[config.mk]
export PLATFORM = sky130hd
export DESIGN_NAME = mod_mac_pipe
export DESIGN_NICKNAME = d
export VERILOG_FILES = /design/src/rtl/mod_mac_pkg.sv /design/src/rtl/mod_barrett_reduce.sv /design/src/rtl/mod_mac_pipe.sv
export SDC_FILE = /design/constraint.sdc
export NUM_CORES = 2
export LEC_CHECK = 0
export CORE_MARGIN = 2
export CORE_UTILIZATION = 35
export CTS_CLUSTER_SIZE = 16
export DETAILED_ROUTE_END_ITERATION = 7
export GPL_TIMING_DRIVEN = 0
export MAX_ROUTING_LAYER = met4
export PLACE_DENSITY_LB_ADDON = 0.25
export REMOVE_ABC_BUFFERS = 1
export SYNTH_ARGS = -nofsm -noshare
export SYNTH_HDL_FRONTEND = slang
export SYNTH_HIERARCHICAL = 1
export SYNTH_SLANG_ARGS = --single-unit
[constraint.sdc]
create_clock -name clk -period 11.45 [get_ports clk]
set_input_delay 1.145 -clock clk [delete_from_list [all_inputs] [get_ports clk]]
set_output_delay 1.145 -clock clk [all_outputs]
set_load 0.02 [all_outputs]
[src/rtl/mod_mac_pkg.sv]
// rtl/mod_mac_pkg.sv - shared constants and Barrett factor helper for the modular MAC pipe
package mod_mac_pkg;

  // Edges from input capture to result for one item, counted after the accepting edge.
  localparam int LATENCY = 4;

  // Widest product the helper supports (2*DATA_WIDTH must not exceed this).
  localparam int FACT_W = 128;

  // floor(2^(2*data_width) / modulus), evaluated at elaboration time.
  function automatic logic [FACT_W-1:0] barrett_factor(input int modulus, input int data_width);
    logic [FACT_W-1:0] num;
    logic [FACT_W-1:0] den;
    num = FACT_W'(1) << (2 * data_width);
    den = FACT_W'(modulus);
    return num / den;
  endfunction

endpackage

[src/rtl/mod_barrett_reduce.sv]
// rtl/mod_barrett_reduce.sv - two-stage Barrett reduction of a full-width product
module mod_barrett_reduce
  import mod_mac_pkg::*;
#(
  parameter int MODULUS    = 177147,
  parameter int DATA_WIDTH = 18
) (
  input  logic                    clk,
  input  logic                    reset,
  input  logic                    valid_i,
  input  logic [2*DATA_WIDTH-1:0] prod_i,
  output logic                    valid_o,
  output logic [DATA_WIDTH-1:0]   rem_o
);

  localparam int PW = 2 * DATA_WIDTH;
  localparam logic [PW-1:0] FACT  = PW'(barrett_factor(MODULUS, DATA_WIDTH));
  localparam logic [PW-1:0] MOD_P = PW'(MODULUS);

  // Stage A: quotient estimate q = (p * m) >> 2W, never larger than the true quotient.
  logic [2*PW-1:0] qfull;
  logic [PW-1:0]   quo_d, quo_q;
  logic [PW-1:0]   prod_q;
  logic            va_q;

  assign qfull = {{PW{1'b0}}, prod_i} * {{PW{1'b0}}, FACT};
  assign quo_d = PW'(qfull >> PW);

  // Stage A register: quotient estimate plus the product it belongs to.
  always_ff @(posedge clk) begin
    if (reset) begin
      va_q <= 1'b0;
    end else begin
      va_q <= valid_i;
    end
    prod_q <= prod_i;
    quo_q  <= quo_d;
  end

  // Stage B: the estimate undershoots by at most 2, so r < 3*MODULUS before correction.
  logic [PW-1:0]         qm;
  logic [PW-1:0]         r0, r1, r2;
  logic [DATA_WIDTH-1:0] rem_d, rem_q;
  logic                  vb_q;

  // Remainder with up to two conditional subtractions.
  always_comb begin
    qm    = quo_q * MOD_P;
    r0    = prod_q - qm;
    r1    = (r0 >= MOD_P) ? (r0 - MOD_P) : r0;
    r2    = (r1 >= MOD_P) ? (r1 - MOD_P) : r1;
    rem_d = DATA_WIDTH'(r2);
  end

  // Stage B register: reduced remainder.
  always_ff @(posedge clk) begin
    if (reset) begin
      vb_q <= 1'b0;
    end else begin
      vb_q <= va_q;
    end
    rem_q <= rem_d;
  end

  assign valid_o = vb_q;
  assign rem_o   = rem_q;

endmodule

[src/rtl/mod_mac_pipe.sv]
// rtl/mod_mac_pipe.sv - pipelined (a*b + c [+ acc]) mod MODULUS, latency 4, 1 item/cycle
// Optional sticky operand range check: define MOD_MAC_RANGE_CHECK_EN.
module mod_mac_pipe
  import mod_mac_pkg::*;
#(
  parameter int MODULUS    = 177147,
  parameter int DATA_WIDTH = 18
) (
  input  logic                  clk,
  input  logic                  reset,
  input  logic                  in_valid,
  input  logic [DATA_WIDTH-1:0] op_a,
  input  logic [DATA_WIDTH-1:0] op_b,
  input  logic [DATA_WIDTH-1:0] op_c,
  input  logic                  acc_en,
  input  logic                  acc_clr,
  output logic                  out_valid,
  output logic [DATA_WIDTH-1:0] result,
  output logic                  range_err
);

  localparam int W  = DATA_WIDTH;
  localparam int PW = 2 * DATA_WIDTH;

  // Input capture stage.
  logic         in_v_q, in_en_q, in_clr_q;
  logic [W-1:0] in_a_q, in_b_q, in_c_q;

  // Register the accepted item; reset drops any item offered with it.
  always_ff @(posedge clk) begin
    if (reset) begin
      in_v_q <= 1'b0;
    end else begin
      in_v_q <= in_valid;
    end
    in_a_q   <= op_a;
    in_b_q   <= op_b;
    in_c_q   <= op_c;
    in_en_q  <= acc_en;
    in_clr_q <= acc_clr;
  end

  // Multiply stage: full 2W-bit product, nothing truncated.
  logic          mul_v_q, mul_en_q, mul_clr_q;
  logic [PW-1:0] mul_p_d, mul_p_q;
  logic [W-1:0]  mul_c_q;

  assign mul_p_d = {{W{1'b0}}, in_a_q} * {{W{1'b0}}, in_b_q};

  // Register the product and carry the addend and accumulate flags along.
  always_ff @(posedge clk) begin
    if (reset) begin
      mul_v_q <= 1'b0;
    end else begin
      mul_v_q <= in_v_q;
    end
    mul_p_q   <= mul_p_d;
    mul_c_q   <= in_c_q;
    mul_en_q  <= in_en_q;
    mul_clr_q <= in_clr_q;
  end

  // Two reduction stages; the side registers below keep c and flags aligned.
  logic         red_v;
  logic [W-1:0] red_rem;

  mod_barrett_reduce #(
    .MODULUS   (MODULUS),
    .DATA_WIDTH(DATA_WIDTH)
  ) u_reduce (
    .clk    (clk),
    .reset  (reset),
    .valid_i(mul_v_q),
    .prod_i (mul_p_q),
    .valid_o(red_v),
    .rem_o  (red_rem)
  );

  logic [W-1:0] r1_c_q, r2_c_q;
  logic         r1_en_q, r2_en_q, r1_clr_q, r2_clr_q;

  // Delay addend and flags by the reduction depth so they meet their remainder.
  always_ff @(posedge clk) begin
    r1_c_q   <= mul_c_q;
    r1_en_q  <= mul_en_q;
    r1_clr_q <= mul_clr_q;
    r2_c_q   <= r1_c_q;
    r2_en_q  <= r1_en_q;
    r2_clr_q <= r1_clr_q;
  end

  // Final stage: add c, then optionally the accumulator, each with one correction.
  // The accumulator is only read and written here, so consecutive items chain.
  localparam logic [W:0] MOD_X = (W + 1)'(MODULUS);

  logic         out_v_q;
  logic [W-1:0] result_d, result_q;
  logic [W-1:0] acc_d, acc_q;
  logic [W:0]   sum1, sum2;
  logic [W-1:0] part, addend, fin;

  // Next result and accumulator; both hold through bubbles.
  always_comb begin
    sum1     = {1'b0, red_rem} + {1'b0, r2_c_q};
    part     = (sum1 >= MOD_X) ? W'(sum1 - MOD_X) : W'(sum1);
    addend   = r2_clr_q ? '0 : acc_q;
    sum2     = {1'b0, part} + {1'b0, addend};
    fin      = (sum2 >= MOD_X) ? W'(sum2 - MOD_X) : W'(sum2);
    result_d = result_q;
    acc_d    = acc_q;
    if (red_v) begin
      if (r2_en_q) begin
        result_d = fin;
        acc_d    = fin;
      end else begin
        result_d = part;
        if (r2_clr_q) begin
          acc_d = '0;
        end
      end
    end
  end

  // Output and accumulator registers.
  always_ff @(posedge clk) begin
    if (reset) begin
      out_v_q  <= 1'b0;
      result_q <= '0;
      acc_q    <= '0;
    end else begin
      out_v_q  <= red_v;
      result_q <= result_d;
      acc_q    <= acc_d;
    end
  end

  assign out_valid = out_v_q;
  assign result    = result_q;

`ifdef MOD_MAC_RANGE_CHECK_EN
  localparam logic [W-1:0] MOD_W = W'(MODULUS);
  logic range_err_q;

  // Sticky flag: any accepted operand at or above the modulus, cleared only by reset.
  always_ff @(posedge clk) begin
    if (reset) begin
      range_err_q <= 1'b0;
    end else if (in_valid && ((op_a >= MOD_W) || (op_b >= MOD_W) || (op_c >= MOD_W))) begin
      range_err_q <= 1'b1;
    end
  end

  assign range_err = range_err_q;
`else
  assign range_err = 1'b0;
`endif

endmodule

==> impl_metrics.tcl <==
set metrics [dict create \
    status "finished, final reports clean" \
    cpMaxStageDelayCell "dfxtp_1" \
    wl_per_cell_um 16.6 \
    ctsHtreeMaxLevel 2 \
    antenna_found_initial 1 \
    critical-path-top-delay-family "adder cells" \
    grt_overflow 0 \
    cts-root-buf "clkbuf_16" \
    ys_ff_latch 266 \
    place_area_um2 45300 \
    grt_pass1_vias 31400 \
    preCtsSetupSlack_ns 1.61 \
    async_flop_share_pct 0 \
    grt_max_degree 42 \
    synth_cells 4540 \
    cts_buffer_depth 3 \
    cts_buffers 35 \
    firstDrtPassIters 5 \
    grt_pass1_wl_mm 170 \
    postRouteAntennaNets 0 \
    ys_seq_area_share_pct 12.4 \
    layout_commonest_cell "inv_1" \
    cp_data_required_time_ns 11.86 \
    start_util_pct 35.3 \
    clkLatencyLatePin_ns 0.57 \
    vias_per_cell 4.73 \
    rows 128 \
    die_h_um 354 \
    multi_input_area_um2 32800 \
    cts_hold_buf 0 \
    seqCellArea_um2 5330 \
    place_congestion 0.884 \
    drv_cap 0 \
    cp_common_cell "fa_1" \
    grt_usage_pct 17.5 \
    n_fill_cell 12300 \
    worstSetupPathType "flop to flop" \
    io_pins 79 \
    postSynthAreaPerCell_um2 9.46 \
    drt_iter0_drc 1438 \
    synth_ff_type "dfxtp_1" \
    slew_headroom_pct 25.2 \
    coreArea_um2 122000 \
    final_hold_viol_count 0 \
    finClkSkew_ns 0.0226 \
    yosys_warnings 6 \
    setup_viol 0 \
    grt_setup_unrepaired "no" \
    cts_resized 0 \
    via_count 29200 \
    ys_types 108 \
    cp_num_buf_inv 6 \
    drc 0 \
    min_period_over_period_pct 87.2 \
    tns_ns 0 \
    io_buffers 77 \
    final_cell_mix "1154 x inv_1, 779 x fa_1, 579 x ha_1" \
    die-area_um2 126000 \
    setup_slack_ns 1.46 \
    cp_slowest_stage_delay_ns 0.65 \
    final_area_um2 46500 \
    area_growth_syn_to_layout_pct 8.30 \
    hold_ws_ns 0.324 \
    end_kind "flop" \
    antenna_cells 0 \
    finalMaxSlewViolations 0 \
    fin_crit_ns 9.99 \
    synth-edff-count 0 \
    cts_tree "done" \
    min_path_type "flop to flop" \
    clock-sinks 266 \
    dp_hpwl_mm 85.7 \
    post_cts_buffers 0 \
    fp.dieW_um 354 \
    cp.arrival_ns 10.40 \
    clkTransAtPathRegs_ns 0.06 \
    tightest_slew_ns 1.12 \
    path_max_fanout 17 \
    netlist_area_um2 42900 \
    cp-start-kind "flop" \
    drt-total-wl_mm 102 \
    drive_above_1_share_pct 2.72 \
    final_nets 5950 \
    max_freq_mhz 100 \
]
-- per-layer routing --
metal | global-route usage (%) | vias to the layer above | routed length (µm)
li1 | - | 14000 | -
met1 | 23.4 | 14600 | 48000
met2 | 28.5 | 458 | 48300
met3 | 2.06 | 103 | 3930
met4 | 3.66 | 0 | 2320
met5 | - | - | 0
-- cell usage after synthesis, drive strengths merged (7+ instances only) --
| cell type | count | area [µm²] |
|---|---|---|
| a211oi | 14 | 110 |
| a21boi | 7 | 52.6 |
| a21o | 71 | 533 |
| a21oi | 137 | 693 |
| a22oi | 9 | 67.6 |
| a31oi | 27 | 169 |
| and2 | 123 | 772 |
| and3 | 16 | 100 |
| and4 | 7 | 61.3 |
| buf | 12 | 90.1 |
| clkbuf | 111 | 418 |
| dfxtp | 266 | 5330 |
| fa | 779 | 15600 |
| ha | 579 | 7240 |
| inv | 1154 | 4330 |
| mux2i | 10 | 100 |
| nand2 | 351 | 1320 |
| nand2b | 31 | 194 |
| nand3 | 48 | 258 |
| nand4 | 26 | 163 |
| nor2 | 123 | 464 |
| nor2b | 55 | 352 |
| nor3 | 50 | 260 |
| nor3b | 16 | 125 |
| o2111ai | 15 | 144 |
| o211ai | 20 | 150 |
| o21a | 32 | 248 |
| o21ai | 97 | 489 |
| o21bai | 13 | 97.6 |
| o22ai | 8 | 50.1 |
| o31ai | 9 | 81.3 |
| or2 | 14 | 87.6 |
| or3 | 28 | 180 |
| xnor2 | 113 | 1030 |
| xor2 | 58 | 508 |
-- final timing paths --
check                                        from                end  slack [ns]  cells after the start
worst max register to register  u_reduce/quo_q[4]  u_reduce/rem_o[8]        1.46                     31
worst max-delay path            u_reduce/quo_q[4]  u_reduce/rem_o[8]        1.46                     31
worst min-delay path                     in_clr_q          mul_clr_q        0.32                      0
worst min register to register           in_clr_q          mul_clr_q        0.32                      0
-- worst reg2reg max path: cells and delay by family, from the launching register on --
| family | cells | cell delay, ns |
|---|---|---|
| muxes | 1 | 0.37 |
| AOI/OAI and AO/OA | 7 | 2.19 |
| buffers and inverters | 6 | 0.75 |
| xor gates and xnor gates | 2 | 0.26 |
| adders and majority gates | 8 | 3.67 |
| DFF | 1 | 0.65 |
| and+or+nand+nor | 7 | 1.97 |
-- registers in the layout (all words and copies together), names as in the netlist, 18 cells and up --
signal and flops:
mul_c_q 18, mul_p_q 36, u_reduce/rem_o 18, u_reduce/prod_q 36
r1_c_q 18, r2_c_q 18, result 18, acc_q 18
in_c_q 18, in_b_q 18, in_a_q 18, u_reduce/quo_q 19
-- per-stage QoR --
| stage | cells | util [%] |
|---|---|---|
| 4_1_cts | 6183 | 38.2 |
| 3_5_place_dp | 6121 | 37.2 |
| 6_report | 6183 | 38.2 |
| 3_3_place_gp | 6119 | 37.2 |
| 2_1_floorplan | 4417 | - |
| 5_1_grt | 6183 | 38.2 |
-- cell families after synthesis --
| logic type | after synthesis | synth area share, % |
|---|---|---|
| flip-flops | 266 | 12.4 |
| XOR/XNOR | 171 | 3.58 |
| adder cells (fa/ha/maj) | 1358 | 53.2 |
| AND/OR/NAND/NOR | 923 | 10.8 |
| buffers and inverters | 1277 | 11.3 |
| AO/OA/AOI/OAI | 531 | 8.42 |
| other | 1 | 0.00873 |
| multiplexers | 13 | 0.312 |
-- final cells by class --
class	count	area share [%]
inverter	1154	9.31
sequential	266	11.5
multi-input combinational	2997	70.5
timing repair buffer	79	1.70
clock buffer	36	1.91
clock inverter	26	0.732
tap	1625	4.37
Power is left out: the tool's default activity adds up to more than one toggle a clock period on the data nets, which glitch-free logic cannot reach.
